### config.mk
export PLATFORM = sky130hd
export DESIGN_NAME = abxy_sweep_sequencer
export DESIGN_NICKNAME = d
export VERILOG_FILES = /design/src/rtl/abxy_sweep_sequencer.sv
export SDC_FILE = /design/constraint.sdc
export NUM_CORES = 1
export LEC_CHECK = 0
export BUFFER_PORTS_ARGS = -buffer_cell sky130_fd_sc_hd__buf_2
export CAP_MARGIN = 20
export CORE_MARGIN = 4
export CORE_UTILIZATION = 39
export DETAILED_ROUTE_END_ITERATION = 10
export GPL_ROUTABILITY_DRIVEN = 0
export PLACE_DENSITY = 0.62
export SLEW_MARGIN = 20
export SYNTH_ARGS = -nofsm -noshare
export SYNTH_HDL_FRONTEND = slang
export SYNTH_SLANG_ARGS = --single-unit
### constraint.sdc
create_clock -name clk -period 3.6 [get_ports clk]
set_clock_uncertainty 0.1 [all_clocks]
set_input_delay 0.54 -clock clk [delete_from_list [all_inputs] [get_ports clk]]
set_output_delay 0.54 -clock clk [all_outputs]
set_load 0.005 [all_outputs]
### src/rtl/abxy_sweep_sequencer.sv
// Drives all 16 {A,B,x,y} vectors into a combinational stage, holding each for
// HOLD_CYCLES clocks, and captures f into a truth table plus a ones count.
module abxy_sweep_sequencer #(
  parameter int HOLD_CYCLES = 20,
  parameter int CNT_W       = 5
) (
  input  logic        clk,
  input  logic        rst,
  input  logic        start,
  input  logic        f,
  output logic        A,
  output logic        B,
  output logic        x,
  output logic        y,
  output logic        busy,
  output logic        done,
  output logic [15:0] truth_table,
  output logic [4:0]  ones_count
);

  typedef enum logic [1:0] {IDLE, APPLY, DONE} state_t;

  localparam logic [CNT_W-1:0] LAST_HOLD = CNT_W'(HOLD_CYCLES - 1);

  state_t           state, state_nx;
  logic [3:0]       idx, idx_nx;
  logic [CNT_W-1:0] cnt, cnt_nx;
  logic [15:0]      tt_nx;
  logic [4:0]       ones_nx;

  always_comb begin
    // NOTE: every next-value starts as "hold current" so no path leaves it unassigned (no latch).
    state_nx = state;
    idx_nx   = idx;
    cnt_nx   = cnt;
    tt_nx    = truth_table;
    ones_nx  = ones_count;
    case (state)
      IDLE: begin
        if (start) begin
          state_nx = APPLY;
          idx_nx   = '0;
          cnt_nx   = '0;
          tt_nx    = '0;
          ones_nx  = '0;
        end
      end
      APPLY: begin
        if (cnt == LAST_HOLD) begin
          tt_nx[idx] = f;
          ones_nx    = ones_count + {4'b0, f};
          cnt_nx     = '0;
          // Terminal check precedes the increment, so idx never wraps.
          if (idx == 4'hF) state_nx = DONE;
          else             idx_nx   = idx + 4'd1;
        end else begin
          cnt_nx = cnt + 1'b1;
        end
      end
      DONE: begin
        state_nx = IDLE;
        idx_nx   = '0;
      end
      default: state_nx = IDLE;
    endcase
  end

  always_ff @(posedge clk or posedge rst) begin
    // NOTE: non-blocking assignments keep every register updating from pre-edge values.
    if (rst) begin
      state       <= IDLE;
      idx         <= '0;
      cnt         <= '0;
      truth_table <= '0;
      ones_count  <= '0;
    end else begin
      state       <= state_nx;
      idx         <= idx_nx;
      cnt         <= cnt_nx;
      truth_table <= tt_nx;
      ones_count  <= ones_nx;
    end
  end

  // Outputs decode registered state only; start and f never reach them combinationally.
  assign busy         = (state == APPLY);
  assign done         = (state == DONE);
  assign {A, B, x, y} = busy ? idx : 4'h0;

endmodule

# ---- Word level (Yosys, flattened, before mapping)
# Cells that the tools add are included.
# W data, S select, Z words.
dict set report word_totals {
  word_cells 46
  ff_bits 32
  in_bits 4
  output_inout_bits 27
}
dict set report classes {
  n_lt_le_gt_ge 2
  eq_ne 8
  addsub 3
  n_mux 20
  n_reduce_logical 8
}
# operator n
set ops {}
lappend ops {{$mux W16} 2}
lappend ops {{$pmux W16 S2} 1}
lappend ops {{$pmux W5 S2} 2}
lappend ops {{$bwmux W16} 1}
lappend ops {{$mux W4} 4}
lappend ops {{$mux W5} 3}
lappend ops {{$pmux W4 S3} 1}
lappend ops {{$mux W2} 3}
lappend ops {{$reduce_and A3 Y1} 2}
lappend ops {{$add A5 B1 Y5} 1}
lappend ops {{$add A5 B1 Y5 const B} 1}
lappend ops {{$eq A5 B5 Y1 const B} 1}
lappend ops {{$lt A4 B5 Y1 const B} 1}
lappend ops {{$add A4 B1 Y4 const B} 1}
lappend ops {{$demux W1 S4} 1}
lappend ops {{$eq A4 B4 Y1 const B} 1}
lappend ops {{$ge A4 B1 Y1 const B} 1}
lappend ops {{$ne A2 B1 Y1 const B} 2}
lappend ops {{$ne A2 B2 Y1 const B} 2}
lappend ops {{$pmux W2 S2} 1}
lappend ops {{$reduce_and A4 Y1} 1}
lappend ops {{$reduce_bool A3 Y1} 1}
lappend ops {{$eq A2 B1 Y1 const B} 1}
lappend ops {{$eq A2 B2 Y1 const B} 1}
lappend ops {{5 further kinds} 5}

# ---- Logic depth before layout (Yosys ltp)
# Gate-level depths: netlist (run 1).
dict set report logic_depth {
  depth_word 7
  depth_mapped 7
  ltp_nobuf 6
}

# ---- Worst setup path before layout (run 1)
# OpenSTA, ideal clock, no wires.
dict set report synth_path {
  kind {reg2out}
  from {register state[1]}
  to {output A}
  path_stages_with_launch 7
  required_time_ps 2960
  path_slack_ps 1906
  arrival_ps 1054
  cell_sequence {dfrtp_1 -> nand2b_1 -> buf_4 -> inv_2 -> buf_4 -> nand2_1 -> inv_1}
}
dict set report synth_between {
  elab_chain_cells 2
}
# element line_no
set synth_lines {}
lappend synth_lines {{start: declaration} 25} ;# state_t state, state_nx;
lappend synth_lines {{start signal: assignment} 77} ;# state <= state_nx;
lappend synth_lines {{$eq A2 B1 Y1} 86} ;# assign busy = (state == APPLY);
lappend synth_lines {{named net busy} 15} ;# output logic busy,
lappend synth_lines {{$mux W4} 88} ;# assign {A, B, x, y} = busy ? idx : 4'h0;
lappend synth_lines {{end: declaration} 11} ;# output logic A,
# The timed path passes the listed nets, and every way through them passes these cells.

# ---- Final worst setup path (run 1)
dict set report layout_path {
  from {register state[1]}
  to {output A}
}
dict set report layout_between {
  elab_chain_cells 2
}
# element line_no
set layout_lines {}
lappend layout_lines {{$eq A2 B1 Y1} 86}
lappend layout_lines {{$mux W4} 88}
# No other way between the ends.

==> impl_metrics.ini, run 1 <==
[clocking]
cts_buffers = 5
cts_tree = done
cts_max_level = 2
cts_num_sinks = 32
clk_latency_ns = 0.27
clk_pin_slew_worst_paths_ns = 0.06
cts_setup_buffers = 0
clockBufferDepth = 2
cts_root_buffer = clkbuf_8
ctsResizeCount = 0
cts_hold_buf = 0

[yosys]
synth_edf_count = 0
syn_area_mm2 = 0.001785
synth_xor_area_share_pct = 1.962
ys_ff_latch = 32
synth_compound_area_share_pct = 17.59
yosysSeqAreaShare_pct = 44.85
synth_top_family_by_area = simple AND/OR/NAND/NOR gates
yosys.area_share.simple_pct = 23.55
ys_warn_count = 0
synthMuxAreaShare_pct = 2.242
synth_fa_ha_area_share_pct = 4.905
syn_avg_cell_area_um2 = 9.397
synthArstFlopShare_pct = 100.0
synthFlopType = dfrtp_1
syn_inst = 190
synth_nets = 201
synthDistinctLibCells = 44

[grt]
grt_max_degree = 33
grt_pass1_wl_um = 6672
grt_pass1_vias = 1322
grt_remaining_overflow = 0
grt_antenna_before_repair = 0
grt.total_usage_pct = 15.44

[route]
wl_met2_um = 1858
avgRoutedWirePerCell_um = 14.74
via_count = 1449
dr.pass1.iters = 4
wl_met1_um = 1935
ant_nets = 0
wl_met3_um = 169
routed.top_layer = met4
drt-total-wl_um = 4009
routed_via_density = 5.327
drtIter0Drc = 60
drc = 0

[floorplan]
die_height_um = 75.66
die_area_mm2 = 0.005724
core_area_mm2 = 0.004384
rows = 24
io_pins = 31
start_util_pct = 40.72
die_w_um = 75.66

[timing]
period_minus_slack_ns = 2.263
finalSetupViolCount = 0
max-slew-margin-rel_pct = 52.70
finalMaxSlewViolations = 0
fmax_mhz = 441.9
rsz0062_at_grt = false
fin_crit_sh_pct = 62.86
hold_viol_final = 0
holdWs_ns = 0.2406
setup_tns_ns = 0
worst_pin_slew_ns = 0.7080

[pwr]
p_leak_uw = 0.001009
switching_share_pct = 21.85
pwr-share-clk_pct = 39.2
p_int_uw = 505.6
switching_power_uw = 141.4
seq_power_share_pct = 56.9
cellPowerDensity_mw_per_mm2 = 316.7
combPwrFrac_pct = 3.8
ir_worst_vdd_mv = 0.1686

[worst_setup_path]
slowest_delay_ns = 0.42
cp_slowest_cell = dfrtp_1
crit_chain = nand2b_1 > inv_2 > nand2_1 > inv_1 > buf_2
required_ns = 2.96
crit_fanout = 13
critical_path.top_delay_family = simple AND/OR/NAND/NOR gates
path_buf_inv = 3
cp-start-kind = flip-flop
worstSetupEndpointType = output pin
worstSetupPathType = reg2out
arrival_ns = 1.62

[placement]
hpwl_um = 2881
port_buffers = 30

[layout]
seq_area_um2 = 800.8
area_growth_pct = 14.44
drive_gt1_share_pct = 21.36
multi_input_area_um2 = 897.1
n_fill_cell = 437
layout_common_cells = 35 x nand2_1, 32 x dfrtp_1, 30 x buf_2
final_common_cell = nand2_1
nets = 231
diodes = 0

[run_status]
status = finished, final reports clean

[min_path]
worstHoldPathType = in2async

[run]
drv_cap = 0
## state kept, by name, summed over array words and instances, names as in the netlist
register	cells
ones_count	5
truth_table	16
state	2
cnt	5
idx	4
## through the flow
stage	total power, uW	setup WS (ns)	instances	cell area (um2)	utilization (%)
after floorplan	387.8	1.906	190	1785	-
after global placement	400.6	1.622	265	1966	44.83
after detailed placement	401.3	1.626	265	1966	44.83
after CTS	660.4	1.327	272	2043	46.60
after global routing	685.2	1.215	272	2043	46.60
final	647.0	1.337	272	2043	46.60
## power groups by stage
stage | registers (uW) | logic [uW] | clock network, uW
2_1_floorplan | 375 | 12.9 | 0
3_3_place_gp | 375 | 25.8 | 0
3_5_place_dp | 375 | 26.2 | 0
4_1_cts | 368 | 26.4 | 266
5_1_grt | 369 | 29.6 | 287
6_report | 368 | 24.8 | 254
## cells in the mapped netlist (all sizes together), types with 4 or more instances
library cell  number  area (um2)
a21oi             15       78.83
a22o               4       35.03
and3b              4       35.03
buf                7       42.54
dfrtp             32       800.8
ha                 7       87.58
inv               10       37.53
mux2i              4       40.04
nand2             35       131.4
nand3              5       25.02
nor2               8       37.54
o21ai             22       113.9
xnor2              4       35.03
## path summary, 6_finish.rpt
path	startpoint	endpoint	slack, ns	depth (start not counted)
worst max register to register	idx[0]	idx[1]	1.65	4
worst max-delay path	state[1]	A	1.34	5
worst min register to register	truth_table[6]	truth_table[6]	0.37	2
max in group asynchronous	rst	cnt[0]	2.87	3
min in group clk	truth_table[6]	truth_table[6]	0.37	2
worst min-delay path	rst	truth_table[9]	0.24	3
## cell families (layout without fill, tap and decap cells)
logic type,Yosys count,after routing
xor gates and xnor gates,4,4
DFF,32,32
buffers and inverters,19,49
adders and majority gates,7,7
AOI/OAI and AO/OA,51,51
muxes,4,4
and+or+nand+nor,73,73
## worst register-to-register path: stages (launching register included)
cell and delay [ns]:
dfrtp_1 0.43, ha_1 0.39, nand3_1 0.31, o2111a_1 0.34
a221o_1 0.26
## cell type report
class | count | area share [%]
Inverter | 10 | 1.837
Sequential cell | 32 | 39.19
Clock inverter | 1 | 0.2449
Tap cell | 52 | 3.184
Clock buffer | 6 | 3.552
Multi-Input combinational cell | 139 | 43.91
Timing Repair Buffer | 32 | 8.083
## metal layers
layer / GRT usage, % / vias to the layer above
met2: 23.49 / 36
met1: 21.88 / 675
li1: - / 733
met4: 5.243 / 0
met5: 0 / -
met3: 3.166 / 5
Note: power is estimated with default switching activity, not from simulation.
==> inputs of run 2 (changes only) <==
==> constraint.sdc (replaced) <==
create_clock -name clk -period 2.18 [get_ports clk]
set_clock_uncertainty 0.1 [all_clocks]
set_input_delay 0.327 -clock clk [delete_from_list [all_inputs] [get_ports clk]]
set_output_delay 0.327 -clock clk [all_outputs]
set_load 0.005 [all_outputs]
==> run 2 against run 1 <==
Compared with the run above:
- critical path depth fell by 1
- clock power is 84% higher
- utilization grew 0.97 points
- register-to-register slack got worse by 1.4 ns
- sequential power grew 65%
- cell count rose by 1.8%
- design area increased by 2.1%
- worst hold slack worse by 0.22 ns
- via count up 2.8%
- global-route usage is 1.1 points higher
- clock-buffer cell count grew 2
==> impl_metrics.ini, run 2 (synthesis results as in run 1) <==
[route]
wl_met1_um = 1841
wl_met2_um = 1932
routed_via_density = 5.375
dr.pass1.iters = 4
drc = 0
via_count = 1489
drtIter0Drc = 88
avgRoutedWirePerCell_um = 14.85
ant_nets = 0
routed.top_layer = met4
drt-total-wl_um = 4114
wl_met3_um = 291

[layout]
reg_top3 = truth_table x16, cnt x5, ones_count x5
final_common_cell = nand2_1
area_growth_pct = 16.82
largest_reg_flops = 16
layout_common_cells = 35 x nand2_1, 32 x dfrtp_1, 30 x buf_2
drive_gt1_share_pct = 22.67
n_fill_cell = 432
multi_input_area_um2 = 897.1
nets = 235
diodes = 0
top_register = truth_table
seq_area_um2 = 800.8

[timing]
fin_crit_sh_pct = 88.51
setup_tns_ns = 0
period_minus_slack_ns = 1.929
worst_pin_slew_ns = 0.4339
hold_viol_final = 0
max-slew-margin-rel_pct = 71.07
finalMaxSlewViolations = 0
finalSetupViolCount = 0
rsz0062_at_grt = false
fmax_mhz = 518.3
holdWs_ns = 0.02007

[grt]
grt.total_usage_pct = 16.54
grt_pass1_wl_um = 7065
grt_antenna_before_repair = 0
grt_remaining_overflow = 0
grt_pass1_vias = 1507
grt_max_degree = 33

[run_status]
status = finished, final reports clean

[worst_setup_path]
worstSetupEndpointType = flip-flop
arrival_ns = 1.99
critical_path.top_delay_family = compound AO/OA/AOI/OAI gates
required_ns = 2.24
path_buf_inv = 0
cp_slowest_cell = dfrtp_1
crit_chain = ha_1 > nand3_1 > o2111a_1 > a221o_1
cp-start-kind = flip-flop
slowest_delay_ns = 0.44
worstSetupPathType = reg2reg
crit_fanout = 9

[clocking]
cts_max_level = 2
clockBufferDepth = 2
ctsResizeCount = 0
cts_tree = done
cts_root_buffer = clkbuf_8
cts_buffers = 5
clk_latency_ns = 0.28
clk_pin_slew_worst_paths_ns = 0.07
cts_num_sinks = 32
cts_setup_buffers = 0
cts_hold_buf = 0

[placement]
port_buffers = 30
hpwl_um = 3003

[pwr]
switching_power_uw = 242.8
p_int_uw = 875.5
seq_power_share_pct = 54.4
cellPowerDensity_mw_per_mm2 = 536.2
switching_share_pct = 21.71
ir_worst_vdd_mv = 0.2902
combPwrFrac_pct = 3.7
pwr-share-clk_pct = 41.9
p_leak_uw = 0.001033

[floorplan]
die_area_mm2 = 0.005724
die_w_um = 75.66
rows = 24
start_util_pct = 40.72
io_pins = 31
core_area_mm2 = 0.004384
die_height_um = 75.66

[run]
drv_cap = 0

[min_path]
worstHoldPathType = in2async
## run 2: final timing paths
path / from / end / slack [ns] / depth (start not counted)
worst min-delay path: rst / truth_table[8] / 0.02 / 3
worst max-delay path: idx[0] / idx[1] / 0.25 / 4
worst max register to register: idx[0] / idx[1] / 0.25 / 4
max in group asynchronous: rst / truth_table[12] / 1.67 / 3
worst min register to register: truth_table[0] / truth_table[0] / 0.38 / 2
min in group clk: f / truth_table[15] / 0.26 / 3
## run 2: cell type report
type	count	share of cell area, %
Inverter	10	1.800
Multi-Input combinational cell	139	43.01
Clock buffer	8	4.319
Tap cell	52	3.119
Timing Repair Buffer	36	9.358
Sequential cell	32	38.39
## run 2: power groups by stage
stage	combinational (uW)	clock (uW)	sequential, uW
final	41.7	468	608
after global routing	49.1	514	609
after CTS	43.9	486	608
after detailed placement	43.8	0	619
after global placement	43.2	0	619
after floorplan	21.3	0	619
## run 2: per-stage QoR
stage	instance area (um2)	instances	worst slack, ns	power [uW]	util [%]
2_1_floorplan	1785	190	0.5370	640.5	-
3_3_place_gp	1996	269	0.3228	662.3	45.52
3_5_place_dp	1996	269	0.2901	663.1	45.52
4_1_cts	2086	277	0.2735	1138	47.57
5_1_grt	2086	277	0.1240	1172	47.57
6_report	2086	277	0.2505	1118	47.57
## run 2: layer usage
layer	track usage, %	vias up
li1	-	739
met1	21.82	702
met2	26.46	43
met3	4.749	5
met4	4.854	0
met5	0	-
## run 2: worst reg2reg max path, delay by kind of cell (launching register included)
kind	cells	cell delay, ns
AOI/OAI and AO/OA	2	0.60
DFF	1	0.44
and+or+nand+nor	1	0.31
adders and majority gates	1	0.37
